<file path="config.mk">
export PLATFORM = sky130hd
export DESIGN_NAME = sram_controller
export DESIGN_NICKNAME = d
export VERILOG_FILES = /design/src/rtl/io881_mem_pkg.sv /design/src/rtl/mem_rr_arbiter.sv /design/src/rtl/sram_controller.sv
export SDC_FILE = /design/constraint.sdc
export NUM_CORES = 1
export LEC_CHECK = 0
export BUFFER_PORTS_ARGS = -buffer_cell sky130_fd_sc_hd__buf_2
export CAP_MARGIN = 20
export CELL_PAD_IN_SITES_DETAIL_PLACEMENT = 0
export CELL_PAD_IN_SITES_GLOBAL_PLACEMENT = 1
export CORE_MARGIN = 5
export CORE_UTILIZATION = 34
export CTS_BUF_LIST = sky130_fd_sc_hd__clkbuf_4 sky130_fd_sc_hd__clkbuf_8
export DETAILED_ROUTE_END_ITERATION = 6
export HOLD_SLACK_MARGIN = 0.12
export PLACE_DENSITY_LB_ADDON = 0.05
export SETUP_SLACK_MARGIN = 0.2
export SLEW_MARGIN = 20
export SYNTH_ARGS = -nofsm -noshare
export SYNTH_HDL_FRONTEND = slang
export SYNTH_SLANG_ARGS = --single-unit
</file>
<file path="constraint.sdc">
create_clock -name clk -period 2 [get_ports clk]
set_input_delay 0.1 -clock clk [delete_from_list [all_inputs] [get_ports clk]]
set_output_delay 0.1 -clock clk [all_outputs]
set_load 0.03 [all_outputs]
</file>
<file path="src/rtl/io881_mem_pkg.sv">
// ============================================================================
//  Module   : io881_mem_pkg
//  Purpose  : Shared sizes, port ids and controller state encoding for the
//             fetcher / execution-unit memory interface.
//  Revision : 1.0
// ============================================================================
`default_nettype none
`timescale 1ns/1ps

package io881_mem_pkg;

    localparam int SRAM_ADDR_SIZE = 15;
    localparam int DATA_SIZE      = 8;

    localparam logic PORT_IF = 1'b0;
    localparam logic PORT_DP = 1'b1;

    typedef enum logic [1:0] {
        ST_IDLE   = 2'd0,
        ST_ACCESS = 2'd1,
        ST_ACK    = 2'd2
    } mem_state_e;

    function automatic logic [1:0] port_onehot(input logic port);
        return (port == PORT_DP) ? 2'b10 : 2'b01;
    endfunction

endpackage

`default_nettype wire

</file>
<file path="src/rtl/mem_rr_arbiter.sv">
// ============================================================================
//  Module   : mem_rr_arbiter
//  Purpose  : Two-way round-robin grant with per-port masking.
//  Revision : 1.0
// ============================================================================
`default_nettype none
`timescale 1ns/1ps

module mem_rr_arbiter
    import io881_mem_pkg::*;
(
    input  logic [1:0] req,
    input  logic [1:0] mask,
    input  logic       ptr,
    output logic       grant_valid,
    output logic       grant_port,
    output logic       ptr_next
);

    logic [1:0] eligible;

    // The pointer only moves when both ports compete.
    always_comb begin
        eligible    = req & ~mask;
        grant_valid = |eligible;
        grant_port  = ptr;
        ptr_next    = ptr;
        case (eligible)
            2'b01:   grant_port = PORT_IF;
            2'b10:   grant_port = PORT_DP;
            2'b11: begin
                grant_port = ptr;
                ptr_next   = ~ptr;
            end
            default: grant_port = ptr;
        endcase
    end

endmodule

`default_nettype wire

</file>
<file path="src/rtl/sram_controller.sv">
// ============================================================================
//  Module   : sram_controller
//  Purpose  : Async SRAM responder for fetch reads and data-port read/write,
//             with round-robin arbitration and programmable wait states.
//  Revision : 1.0
// ============================================================================
`default_nettype none
`timescale 1ns/1ps

module sram_controller
    import io881_mem_pkg::*;
#(
    parameter int SRAM_ADDR_SIZE = io881_mem_pkg::SRAM_ADDR_SIZE,
    parameter int DATA_SIZE      = io881_mem_pkg::DATA_SIZE,
    parameter int WAIT_STATES    = 2
) (
    input  logic                      clk,
    input  logic                      reset_n,
    input  logic [SRAM_ADDR_SIZE-1:0] if_addr,
    input  logic                      if_rd_en,
    output logic [DATA_SIZE-1:0]      if_d_out,
    output logic                      if_ack,
    input  logic [SRAM_ADDR_SIZE-1:0] dp_addr,
    input  logic                      dp_rd_en,
    input  logic                      dp_wr_en,
    input  logic [DATA_SIZE-1:0]      dp_d_in,
    output logic [DATA_SIZE-1:0]      dp_d_out,
    output logic                      dp_ack,
    output logic [SRAM_ADDR_SIZE-1:0] sram_addr,
    output logic [DATA_SIZE-1:0]      sram_d_out,
    output logic                      sram_d_oe,
    input  logic [DATA_SIZE-1:0]      sram_d_in,
    output logic                      sram_ce_n,
    output logic                      sram_oe_n,
    output logic                      sram_we_n
);

    localparam int                CNT_W    = $clog2(WAIT_STATES) + 1;
    localparam logic [CNT_W-1:0]  CNT_LOAD = CNT_W'(WAIT_STATES - 1);

    mem_state_e                state_q, state_d;
    logic [CNT_W-1:0]          cnt_q, cnt_d;
    logic                      port_q, port_d;
    logic                      write_q, write_d;
    logic                      ptr_q, ptr_d;
    logic [1:0]                mask_q, mask_d;
    logic [SRAM_ADDR_SIZE-1:0] addr_q, addr_d;
    logic [DATA_SIZE-1:0]      wdata_q, wdata_d;
    logic                      d_oe_q, d_oe_d;
    logic                      ce_n_q, ce_n_d;
    logic                      oe_n_q, oe_n_d;
    logic                      we_n_q, we_n_d;
    logic                      if_ack_q, if_ack_d;
    logic                      dp_ack_q, dp_ack_d;
    logic [DATA_SIZE-1:0]      if_rdata_q, if_rdata_d;
    logic [DATA_SIZE-1:0]      dp_rdata_q, dp_rdata_d;

    logic                      grant_valid;
    logic                      grant_port;
    logic                      arb_ptr_next;
    logic                      grant_write;

    mem_rr_arbiter u_arbiter (
        .req         ({dp_rd_en | dp_wr_en, if_rd_en}),
        .mask        (mask_q),
        .ptr         (ptr_q),
        .grant_valid (grant_valid),
        .grant_port  (grant_port),
        .ptr_next    (arb_ptr_next)
    );

    // A data-port request with both enables set is treated as a write.
    assign grant_write = (grant_port == PORT_DP) && dp_wr_en;

    always_comb begin
        state_d    = state_q;
        cnt_d      = cnt_q;
        port_d     = port_q;
        write_d    = write_q;
        ptr_d      = ptr_q;
        mask_d     = mask_q;
        addr_d     = addr_q;
        wdata_d    = wdata_q;
        d_oe_d     = d_oe_q;
        ce_n_d     = ce_n_q;
        oe_n_d     = oe_n_q;
        we_n_d     = we_n_q;
        if_ack_d   = 1'b0;
        dp_ack_d   = 1'b0;
        if_rdata_d = if_rdata_q;
        dp_rdata_d = dp_rdata_q;

        case (state_q)
            ST_IDLE: begin
                mask_d = 2'b00;
                if (grant_valid) begin
                    port_d  = grant_port;
                    write_d = grant_write;
                    ptr_d   = arb_ptr_next;
                    addr_d  = (grant_port == PORT_DP) ? dp_addr : if_addr;
                    ce_n_d  = 1'b0;
                    cnt_d   = CNT_LOAD;
                    state_d = ST_ACCESS;
                    if (grant_write) begin
                        wdata_d = dp_d_in;
                        we_n_d  = 1'b0;
                        d_oe_d  = 1'b1;
                    end else begin
                        oe_n_d  = 1'b0;
                    end
                end
            end
            ST_ACCESS: begin
                if (cnt_q == '0) begin
                    oe_n_d  = 1'b1;
                    we_n_d  = 1'b1;
                    state_d = ST_ACK;
                    if (!write_q) begin
                        if (port_q == PORT_IF) if_rdata_d = sram_d_in;
                        else                   dp_rdata_d = sram_d_in;
                    end
                    if_ack_d = (port_q == PORT_IF);
                    dp_ack_d = (port_q == PORT_DP);
                end else begin
                    cnt_d = cnt_q - 1'b1;
                end
            end
            ST_ACK: begin
                // Address and write data stay driven here for hold time.
                ce_n_d  = 1'b1;
                d_oe_d  = 1'b0;
                mask_d  = port_onehot(port_q);
                state_d = ST_IDLE;
            end
            default: begin
                ce_n_d  = 1'b1;
                oe_n_d  = 1'b1;
                we_n_d  = 1'b1;
                d_oe_d  = 1'b0;
                state_d = ST_IDLE;
            end
        endcase
    end

    always_ff @(posedge clk or negedge reset_n) begin
        if (!reset_n) begin
            state_q    <= ST_IDLE;
            cnt_q      <= '0;
            port_q     <= PORT_IF;
            write_q    <= 1'b0;
            ptr_q      <= PORT_IF;
            mask_q     <= 2'b00;
            addr_q     <= '0;
            wdata_q    <= '0;
            d_oe_q     <= 1'b0;
            ce_n_q     <= 1'b1;
            oe_n_q     <= 1'b1;
            we_n_q     <= 1'b1;
            if_ack_q   <= 1'b0;
            dp_ack_q   <= 1'b0;
            if_rdata_q <= '0;
            dp_rdata_q <= '0;
        end else begin
            state_q    <= state_d;
            cnt_q      <= cnt_d;
            port_q     <= port_d;
            write_q    <= write_d;
            ptr_q      <= ptr_d;
            mask_q     <= mask_d;
            addr_q     <= addr_d;
            wdata_q    <= wdata_d;
            d_oe_q     <= d_oe_d;
            ce_n_q     <= ce_n_d;
            oe_n_q     <= oe_n_d;
            we_n_q     <= we_n_d;
            if_ack_q   <= if_ack_d;
            dp_ack_q   <= dp_ack_d;
            if_rdata_q <= if_rdata_d;
            dp_rdata_q <= dp_rdata_d;
        end
    end

    assign sram_addr  = addr_q;
    assign sram_d_out = wdata_q;
    assign sram_d_oe  = d_oe_q;
    assign sram_ce_n  = ce_n_q;
    assign sram_oe_n  = oe_n_q;
    assign sram_we_n  = we_n_q;
    assign if_ack     = if_ack_q;
    assign dp_ack     = dp_ack_q;
    assign if_d_out   = if_rdata_q;
    assign dp_d_out   = dp_rdata_q;

endmodule

`default_nettype wire

</file>
==> metrics.md, run 1 <==
| Metric | Value |
|---|---|
| Status | `complete, no violations` |
| Int Pwr | `3.24 mW` |
| Arrival time worst endpoint | `2140 ps` |
| Total Routing Usage GR | `between 10 and 15%` |
| Dpl hpwl | `4110 µm` |
| Worst path required time | `2200 ps` |
| Vias in the first global route | `2020` |
| Synth top area share | `56.2%` |
| Avg Cell Area, Syn | `12.6 µm²` |
| Worst-Skew Late Latency | `310 ps` |
| Gate Count Post-Synth | `181` |
| Count of cell types in the netlist | `30` |
| Most frequent cell after synthesis | `dfrtp_1` |
| Buffers on Ports | `95` |
| Startpoint types | `register` |
| First-pass GRT wire length | `9790 µm` |
| Clock Skew | `around 8 ps` |
| Die Wd | `roughly 92 µm` |
| Peak VDD IR | `0.901 mV` |
| Fill cell count | `591` |
| CTS sink cnt | `between 50 and 60` |
| Placer Congestion | `0.734` |
| Overall routed net length | `approximately 6000 µm` |
| # IOs | `96` |
| Post-layout util | `55.7%` |
| Sequential share of power | `between 30% and 40%` |
| Final Total Pwr | `5.87 mW` |
| Die height | `91.8 µm` |
| Final min period | `1940 ps` |
| EDFF count, synth | `0` |
| CP Class | `reg -> reg` |
| Hold Path Class | `in -> reg` |
| Static Leak | `1.75 nW` |
| CTS max path bufs | `2` |
| Logic pwr share | `between 50% and 60%` |
| Yosys warnings | `0` |
| Count of standard-cell rows | `29` |
| Slowest stage delay, CP | `slightly below 400 ps` |
| Final setup fails | `0` |
| Maximum clock frequency | `515 MHz` |
| Clock network power share | `10.4%` |
| Antenna cells | `0` |
| Drt wl/cell | `approximately 14 µm` |
| Die Area | `8420 µm²` |
| R2R setup slack | `60 ps` |
| Vias per Instance | `about 4.6` |
| Sw Share | `44.9%` |
| Placed insts | `356` |
| Mapped cell area | `about 2300 µm²` |
| Synth top cells by count | `dfrtp_1 (51), mux2_2 (24), nand2_1 (22), o21ai_0 (20), mux2i_1 (16)` |
| Slew Viols, Final | `0` |
| Crit Path Max Fanout | `8` |
| Share of the yosys chip area belonging to registers | `59.6%` |
| #FFs+latches synth | `54` |
| Final std cells w/o fill | `slightly above 400` |
| Crit. End Element | `register` |
| DR pass1 iterations | `4` |
| CTS Root Cell | `clkbuf_8` |
| Synth Flop Type | `dfrtp_1` |
| Net Switching | `2.63 mW` |
| MaxCap Viol Count | `0` |
| Initial antenna violation count | `0` |
| Largest cells by area after synthesis | `dfrtp_1 (56%), mux2_2 (12%), mux2i_1 (7.0%)` |
| Layout cells sized above 1 | `between 40% and 50%` |
| Worst-Margin Slew | `around 600 ps` |
| Worst-path cell chain | `and2b_4 > inv_6 > ha_4 > mux2i_2 > a211oi_4 > buf_12 > mux2_2` |
| RSZ-0062 raised after global routing | `yes` |
| Core area | `around 6400 µm²` |
| H-tree depth | `2` |
| Vias | `1904` |
| CTS tree | `built` |
| Nets@finish | `390` |
| Final period utilization | `a little under 100%` |
| Largest net degree at the start of global routing | `32` |
| Clk pin slew, worst setup/hold paths | `90 ps` |
| CTS buffer count | `5` |
| DP Worst Slack | `56.2 ps` |
| Slew margin rel. | `roughly three fifths` |
| Antenna Nets Post-Route | `0` |
| Area grow syn2layout | `57.5%` |
| Cell Pwr Density | `1640 nW/µm²` |
| DRC errors left | `0` |
| Biggest area consumer among synthesized cells | `dfrtp_1` |
| Slowest-stage cell, CP | `dfrtp_1` |
| Initial Util | `35.4%` |
| Final WS setup | `~60 ps` |
| DR iter-0 viols | `32` |
| Ys async rst share | `100%` |
| Final hold vios | `0` |
| Net Count, Synth | `around 230` |
| Remaining global-route overflow | `0` |
-- cell type report --
type / count / area (µm²) / area share [%]
repair buffers: 155 / 1090 / 30.4
clock buffers: 5 / 68.8 / 1.92
inverters: 7 / 31.3 / 0.874
well taps: 77 / 96.3 / 2.69
multi-input cells: 114 / 920 / 25.7
clock inverters: 3 / 21.3 / 0.594
flip-flops and latches: 54 / 1360 / 37.9
-- layout by cell type, fill, tap and decap left out, types with 2 or more instances in the layout --
| master | n |
|---|---|
| buf_2 | 95 |
| dfrtp_1 | 51 |
| dlygate4sd3_1 | 48 |
| mux2_2 | 24 |
| nand2_1 | 22 |
| mux2i_1 | 15 |
| o21ai_0 | 11 |
| o21ai_1 | 9 |
| buf_4 | 8 |
| inv_1 | 6 |
| nor2_1 | 6 |
| a21oi_1 | 5 |
| clkbuf_8 | 5 |
| buf_12 | 3 |
| dfstp_2 | 3 |
| nand3_1 | 2 |
| o31ai_1 | 2 |
| a22o_1 | 2 |
| ha_4 | 2 |
-- layer usage --
| metal | up-vias | wire length (µm) | global-route usage [%] | share of wire [%] |
|---|---|---|---|---|
| li1 | 942 | - | - | - |
| met1 | 898 | 2640 | 18.1 | 44 |
| met2 | 52 | 2900 | 24.1 | 49 |
| met3 | 12 | 341 | 3.76 | 5.7 |
| met4 | 0 | 87 | 4.46 | 1.5 |
| met5 | - | 0 | 0 | 0 |
-- worst paths after layout --
kind,cells past startpoint,startpoint,end
setup / recovery,7,mask_q[0],sram_d_out[4]
hold / removal,4,dp_wr_en,sram_we_n
max in group asynchronous,3,reset_n,sram_oe_n
min in group asynchronous,2,reset_n,dp_d_out[4]
setup reg to reg,7,mask_q[0],sram_d_out[4]
hold reg to reg,2,sram_addr[14],sram_addr[14]
-- worst max-delay path: cells and delay by family (launching register included) --
kind                       cells  cell delay, ps
AOI/OAI and AO/OA              1             210
muxes                          2             500
DFF                            1             390
adders and majority gates      1             260
and+or+nand+nor                1             280
buffers and inverters          2             200
-- stage by stage --
stage / setup TNS [ps] / hold slack, ps / instance area [µm²]
6_report: 0 / 224 / 3580
5_1_grt: -7.47 / 250 / 3580
4_1_cts: 0 / 234 / 3550
3_5_place_dp: 0 / 141 / 2950
3_3_place_gp: 0 / 136 / 2950
2_1_floorplan: 0 / -196 / 2300
-- what timing repair did --
action | CTS | global route
endpoints found under the setup margin | 33 | 34
gates resized for setup | 4 | 3
endpoints found under the hold margin | 63 | 0
hold buffers | 48 | 0
pin swaps | 2 | 3
buffers inserted | 1 | 2
-- power by group through the flow --
stage | logic [mW] | clock network (mW) | registers [mW]
final | 3.33 | 0.608 | 1.94
after global routing | 3.60 | 0.685 | 2.01
after CTS | 3.30 | 0.636 | 1.94
after detailed placement | 3.17 | 0 | 1.96
after global placement | 3.16 | 0 | 1.95
after floorplan | 1.33 | 0 | 2.83
-- logic make-up (layout without fill, tap and decap cells) --
kind of cell / count (synthesis) / after routing / share of synthesized area [%]
flops: 54 / 54 / 59.6
mux: 41 / 41 / 19.5
compound gates: 35 / 35 / 9.97
simple gates: 35 / 35 / 6.77
buf+inv: 13 / 170 / 2.59
fa+ha+maj: 2 / 2 / 1.10
xor+xnor: 1 / 1 / 0.386
-- registers in the layout (all words and copies together), names as in the netlist --
signal      count
sram_d_out      8
mask_q          2
write_q         1
if_d_out        8
ptr_q           1
sram_addr      15
dp_ack          1
sram_oe_n       1
cnt_q           2
sram_d_oe       1
sram_ce_n       1
if_ack          1
port_q          1
dp_d_out        8
state_q         2
sram_we_n       1
No activity file was read; power rests on OpenSTA's default activity.
==> run 2: changes to the inputs <==
--- a/config.mk
+++ b/config.mk
@@ -10,11 +10,12 @@
 export CELL_PAD_IN_SITES_DETAIL_PLACEMENT = 0
 export CELL_PAD_IN_SITES_GLOBAL_PLACEMENT = 1
 export CORE_MARGIN = 5
-export CORE_UTILIZATION = 34
+export CORE_UTILIZATION = 38
 export CTS_BUF_LIST = sky130_fd_sc_hd__clkbuf_4 sky130_fd_sc_hd__clkbuf_8
 export DETAILED_ROUTE_END_ITERATION = 6
 export HOLD_SLACK_MARGIN = 0.12
 export PLACE_DENSITY_LB_ADDON = 0.05
+export RECOVER_POWER = 25
 export SETUP_SLACK_MARGIN = 0.2
 export SLEW_MARGIN = 20
 export SYNTH_ARGS = -nofsm -noshare
==> constraint.sdc (replaced) <==
create_clock -name clk -period 2.1 [get_ports clk]
set_input_delay 0.105 -clock clk [delete_from_list [all_inputs] [get_ports clk]]
set_output_delay 0.105 -clock clk [all_outputs]
set_load 0.03 [all_outputs]
==> run 2 against run 1 <==
Global-route usage increased by 0.83 points; critical endpoint is now sram_d_out[3]; worst hold slack worse by 100 ps; via count fell by 1.7%; clock-buffer cell count is the same; setup slack improved by 120 ps; clock power is 9.5% lower; sequential share of layout area up 0.67 points; fmax up 1.1%; clock skew shrank 2.5 ps; sequential power shrank 4%; critical path type unchanged; routed wire length fell by 4.5%.
==> metrics.md, run 2 (synthesis gave the netlist of run 1 again) <==
| Metric | Value |
|---|---|
| Worst-Skew Late Latency | `300 ps (about the same)` |
| Clock Skew | `5.27 ps (-2.50 ps)` |
| CTS sink cnt | `54 (unchanged)` |
| Vias | `1872 (-1.7%)` |
| Dpl hpwl | `3810 µm (-7.3%)` |
| Clk pin slew, worst setup/hold paths | `90 ps (about the same)` |
| Placer Congestion | `0.761 (+3.7%)` |
| Static Leak | `1.64 nW (-6.2%)` |
| Arrival time worst endpoint | `2110 ps (-30 ps)` |
| Total Neg Setup Slack | `0 ps (unchanged)` |
| Worst r2r src | `mask_q[0]` |
| DR iter-0 viols | `42 (+31%)` |
| Crit-path leading delay family | `multiplexers` |
| RSZ-0062 raised after global routing | `yes` |
| Worst-path cell chain | `and2b_4 > inv_6 > ha_4 > mux2i_4 > a211oi_4 > buf_12 > mux2_4` |
| Peak VDD IR | `0.688 mV (-24%)` |
| CP Launch Point | `mask_q[0]` |
| Count of standard-cell rows | `28 (-3.4%)` |
| Final hold slack | `121 ps (-103 ps)` |
| Startpoint types | `register` |
| DRC errors left | `0 (unchanged)` |
| First-pass GRT wire length | `9070 µm (-7.4%)` |
| Max reg flops | `15 (unchanged)` |
| Initial Util | `38.8% (+3.5 points)` |
| Maximum clock frequency | `521 MHz (+1.1%)` |
| Die height | `87.3 µm (-4.8%)` |
| Worst-Margin Slew | `1290 ps (+689 ps)` |
| Drt wl/cell | `13.9 µm (-3.6%)` |
| Cell Pwr Density | `1570 nW/µm² (-4.5%)` |
| CTS max path bufs | `2 (unchanged)` |
| Vias in the first global route | `1958 (-3.1%)` |
| Nets@finish | `389 (-0.26%)` |
| WP buf/inv | `2 (unchanged)` |
| Antenna cells | `0 (unchanged)` |
| Initial antenna violation count | `0 (unchanged)` |
| Die Wd | `87.3 µm (-4.8%)` |
| Crit Path Max Fanout | `8 (unchanged)` |
| # IOs | `96 (unchanged)` |
| Worst path required time | `2290 ps (+90 ps)` |
| Crit. End Element | `register` |
| Hold Path Class | `in -> reg` |
| Final period utilization | `91.4% (-5.7 points)` |
| Layout cells sized above 1 | `35.4% (-10 points)` |
| Overall routed net length | `5710 µm (-4.5%)` |
| Slowest stage delay, CP | `380 ps (about the same)` |
| Antenna Nets Post-Route | `0 (unchanged)` |
| H-tree depth | `2 (unchanged)` |
| Vias per Instance | `4.55 (-0.72%)` |
| CTS buffer count | `5 (unchanged)` |
| Slew margin rel. | `14.0% (-46 points)` |
| Total Routing Usage GR | `15.1% (+0.83 points)` |
| Final hold vios | `0 (unchanged)` |
| Final setup fails | `0 (unchanged)` |
| Buffers on Ports | `95 (unchanged)` |
| Remaining global-route overflow | `0 (unchanged)` |
| Largest net degree at the start of global routing | `55 (+72%)` |
| Most common cell after layout, fill and taps aside | `buf_2` |
| Die Area | `7630 µm² (-9.4%)` |
| CTS tree | `built` |
| Slowest-stage cell, CP | `dfrtp_1` |
| Leading cell types in the layout, fill and taps excluded | `buf_2 (60), dfrtp_1 (51), dlygate4sd3_1 (47)` |
| Status | `complete, no violations` |
| Slew Viols, Final | `0 (unchanged)` |
| Core area | `5850 µm² (-8.9%)` |
| Hold Path Origin | `dp_wr_en` |
| Final min period | `1920 ps (-21.9 ps)` |
| MaxCap Viol Count | `0 (unchanged)` |
| CTS Root Cell | `clkbuf_8` |
| Area grow syn2layout | `54.8%` |
| DR pass1 iterations | `4 (unchanged)` |
| CP Class | `reg -> reg` |
run 2: changes by cell type in the layout (fill, tap and decap cells not counted), moves of 2 or more:
cell	before	now
mux2i_1	15	13
clkbuf_1	0	35
buf_12	3	1
buf_2	95	60
o21ai_1	9	11
mux2_2	24	16
o21ai_0	11	9
mux2_4	0	8
run 2: per-stage QoR:
stage | setup slack, ps | util (%) | power (mW) | std cells | area [µm²]
finish | 181 | 60.1 | 5.51 | 411 | 3520
CTS | 122 | 60.5 | 5.61 | 410 | 3540
floorplan | 174 | - | 3.96 | 181 | 2300
detailed placement | 110 | 49.9 | 4.83 | 354 | 2920
global placement | 161 | 49.9 | 4.80 | 354 | 2920
global route | 133 | 60.1 | 5.90 | 411 | 3520
run 2: timing repair:
item                                    in CTS  in global routing
endpoints found under the hold margin       90                  0
hold buffers                                47                  0
endpoints found under the setup margin      23                 27
gates resized for setup                     13                  5
setup buffers                                2                  1
pin swaps                                    2                  3
run 2: area by class of cell:
| type | count | area [µm²] |
|---|---|---|
| clock buffers | 5 | 68.8 |
| clock inverters | 2 | 15.0 |
| fillers | 491 | 2330 |
| inverters | 7 | 31.3 |
| multi-input cells | 114 | 943 |
| flip-flops and latches | 54 | 1360 |
| well taps | 75 | 93.8 |
| repair buffers | 154 | 1010 |
run 2: path summary, 6_finish.rpt:
kind | cells after the start | slack [ps] | end
worst max-delay path | 7 | 180 | sram_d_out[3]
worst min-delay path | 3 | 120 | sram_oe_n
worst max register to register | 7 | 180 | sram_d_out[3]
worst min register to register | 2 | 490 | sram_addr[1]
max in group asynchronous | 3 | 620 | state_q[0]
min in group asynchronous | 3 | 700 | sram_d_out[1]
run 2: report_power, final:
part | switching (mW) | internal, mW | total [mW]
Combinational | 1.88 | 1.21 | 3.10
Sequential | 0.292 | 1.57 | 1.86
Clock | 0.322 | 0.228 | 0.550
run 2: per-layer routing:
metal  part of all wire [%]  global-route usage (%)  routed length [µm]  vias to the layer above
met2                     47                    26.0                2700                       64
met1                     44                    19.3                2500                      862
met5                      0                       0                   0                        -
li1                       -                       -                   -                      939
met4                    1.6                    4.60                  91                        0
met3                    7.2                    2.84                 409                        7
run 2: worst register-to-register path, delay by kind of cell (launching register included):
family / cells / cell delay [ps]
flip-flops: 1 / 380
adder cells (fa/ha/maj): 1 / 240
AO/OA/AOI/OAI: 1 / 210
buffers and inverters: 2 / 210
multiplexers: 2 / 510
AND/OR/NAND/NOR: 1 / 280
==> run 3: changes to the inputs <==
--- a/config.mk
+++ b/config.mk
@@ -7,10 +7,8 @@
 export LEC_CHECK = 0
 export BUFFER_PORTS_ARGS = -buffer_cell sky130_fd_sc_hd__buf_2
 export CAP_MARGIN = 20
-export CELL_PAD_IN_SITES_DETAIL_PLACEMENT = 0
-export CELL_PAD_IN_SITES_GLOBAL_PLACEMENT = 1
-export CORE_MARGIN = 5
-export CORE_UTILIZATION = 38
+export CORE_MARGIN = 2
+export CORE_UTILIZATION = 40
 export CTS_BUF_LIST = sky130_fd_sc_hd__clkbuf_4 sky130_fd_sc_hd__clkbuf_8
 export DETAILED_ROUTE_END_ITERATION = 6
 export HOLD_SLACK_MARGIN = 0.12
==> constraint.sdc (replaced) <==
create_clock -name clk -period 2.1 [get_ports clk]
set_input_delay 0.21 -clock clk [delete_from_list [all_inputs] [get_ports clk]]
set_output_delay 0.21 -clock clk [all_outputs]
set_load 0.03 [all_outputs]
==> run 3 against run 2 <==
Die area down 17%; non-clock buffer count down 42; final area down 11%; utilization down 3.1 points; sequential share of layout area up 4.7 points; global-route usage up 1.2 points; critical path depth unchanged; clock-buffer cell count up 2; first-iteration DRC count up 38%; routed wire length down 15%; setup slack worse by 5.0 ps; cell count down 11%; critical path type unchanged; highest routed layer unchanged.
==> metrics.md, run 3 (synthesis gave the netlist of run 1 again) <==
| Metric | Value |
|---|---|
| Remaining global-route overflow | `0 (unchanged)` |
| Hold Path Class | `in -> reg` |
| Final hold vios | `0 (unchanged)` |
| Slew Viols, Final | `0 (unchanged)` |
| Slowest-stage cell, CP | `a2111oi_4` |
| Placer Congestion | `0.834 (+9.6%)` |
| Worst path required time | `2340 ps (+50 ps)` |
| Final setup fails | `0 (unchanged)` |
| Die height | `79.4 µm (-9.1%)` |
| DR iter-0 viols | `58 (+38%)` |
| DRC errors left | `0 (unchanged)` |
| DR pass1 iterations | `4 (unchanged)` |
| CP Class | `reg -> reg` |
| Total Routing Usage GR | `16.3% (+1.2 points)` |
| Most common cell after layout, fill and taps aside | `buf_2` |
| CTS max path bufs | `2 (unchanged)` |
| Final min period | `1920 ps (+5.03 ps)` |
| Antenna cells | `0 (unchanged)` |
| Drt wl/cell | `13.2 µm (-4.9%)` |
| First-pass GRT wire length | `7910 µm (-13%)` |
| Final Total Pwr | `5.53 mW (+0.32%)` |
| Startpoint types | `register` |
| Max reg flops | `15 (unchanged)` |
| Dpl hpwl | `3600 µm (-5.7%)` |
| Overall routed net length | `4840 µm (-15%)` |
| Vias | `1721 (-8.1%)` |
| Static Leak | `1.55 nW (-5.8%)` |
| Cell Pwr Density | `1760 nW/µm² (+12%)` |
| Slowest stage delay, CP | `390 ps (about the same)` |
| Core area | `5510 µm² (-5.9%)` |
| H-tree depth | `2 (unchanged)` |
| Buffers on Ports | `95 (unchanged)` |
| Arrival time worst endpoint | `2170 ps (+60 ps)` |
| Clk pin slew, worst setup/hold paths | `90 ps (about the same)` |
| CTS sink cnt | `54 (unchanged)` |
| Vias in the first global route | `1675 (-14%)` |
| WP buf/inv | `2 (unchanged)` |
| CTS buffer count | `5 (unchanged)` |
| Crit Path Max Fanout | `3 (-5)` |
| Post-layout util | `57.0% (-3.1 points)` |
| Leading cell types in the layout, fill and taps excluded | `buf_2 (81), dfrtp_1 (51), nand2_1 (22)` |
| Initial antenna violation count | `0 (unchanged)` |
| Final hold slack | `136 ps (+14.6 ps)` |
| Slew margin rel. | `12.7% (-1.2 points)` |
| Vias per Instance | `4.69 (+3.0%)` |
| Maximum clock frequency | `520 MHz (-0.26%)` |
| CTS Root Cell | `clkbuf_8` |
| Clock Skew | `10.7 ps (+5.41 ps)` |
| Final period utilization | `91.6% (+0.24 points)` |
| Status | `complete, no violations` |
| MaxCap Viol Count | `0 (unchanged)` |
| Worst-Skew Late Latency | `300 ps (about the same)` |
| Nets@finish | `347 (-11%)` |
| Area grow syn2layout | `38.1%` |
| RSZ-0062 raised after global routing | `yes` |
| Placed insts | `350 (-1.1%)` |
| Initial Util | `41.3% (+2.4 points)` |
| Largest net degree at the start of global routing | `26 (-53%)` |
| # IOs | `96 (unchanged)` |
| Crit. End Element | `register` |
| Worst-path cell chain | `and2b_4 > inv_6 > ha_4 > mux2i_4 > buf_4 > a2111oi_4 > a22o_1` |
| Crit-path leading delay family | `compound AO/OA/AOI/OAI gates` |
| Final std cells w/o fill | `367 (-11%)` |
| Antenna Nets Post-Route | `0 (unchanged)` |
| Layout cells sized above 1 | `47.5% (+12 points)` |
| Die Area | `6300 µm² (-17%)` |
| CTS tree | `built` |
| Count of standard-cell rows | `27 (-3.6%)` |
| Worst-Margin Slew | `1310 ps (+18.3 ps)` |
| Die Wd | `79.4 µm (-9.1%)` |
| Peak VDD IR | `0.928 mV (+35%)` |
[run 3: changes by cell type in the layout (fill, tap and decap cells not counted), sizes merged]
cell,delta
clkinvlp,-1
buf,+22
clkbuf,-19
dlygate4sd3,-43
[run 3: what timing repair did]
| item | in CTS | in global routing |
|---|---|---|
| resized for setup | 12 | 2 |
| hold endpoints to repair | 22 | 3 |
| setup endpoints to repair | 26 | 30 |
| pin swaps | 2 | 1 |
| hold buffers | 1 | 3 |
| buffers inserted | 4 | 1 |
[run 3: worst paths after layout]
kind / start / endpoint / slack (ps) / cells past startpoint
max in group asynchronous: reset_n / sram_we_n / 410 / 3
setup / recovery: mask_q[0] / write_q / 180 / 7
min in group asynchronous: reset_n / sram_d_out[7] / 730 / 2
hold reg to reg: sram_addr[2] / sram_addr[2] / 480 / 2
hold / removal: dp_d_in[2] / sram_d_out[2] / 140 / 2
setup reg to reg: mask_q[0] / write_q / 180 / 7
[run 3: cell type report]
cell class              instances  area, µm²
well taps                      72       90.1
inverters                       7       31.3
clock buffers                   7       83.8
fillers                       498       2370
multi-input cells             114        953
flip-flops and latches         54       1360
repair buffers                112        617
clock inverters                 1       7.51
[run 3: metal layers]
| layer | vias up | routed length [µm] | global-route usage (%) | share of wire, % |
|---|---|---|---|---|
| met1 | 809 | 2200 | 21.9 | 45 |
| met4 | 0 | 86 | 6.38 | 1.8 |
| li1 | 849 | - | - | - |
| met5 | - | 0 | 0 | 0 |
| met2 | 54 | 2320 | 25.8 | 48 |
| met3 | 9 | 239 | 3.73 | 4.9 |
[run 3: through the flow]
step / setup WS, ps / area, µm² / setup TNS [ps]
2_1_floorplan: 174 / 2300 / 0
5_1_grt: 82.3 / 3140 / 0
4_1_cts: 137 / 3110 / 0
3_3_place_gp: 64.8 / 2910 / 0
3_5_place_dp: -14.5 / 2910 / -102
6_report: 176 / 3140 / 0
[run 3: power breakdown]
part           total, mW  internal, mW  switching, mW
sequential          1.85          1.57          0.278
combinational       3.11          1.23           1.87
clock              0.574         0.262          0.312
total               5.53          3.06           2.46
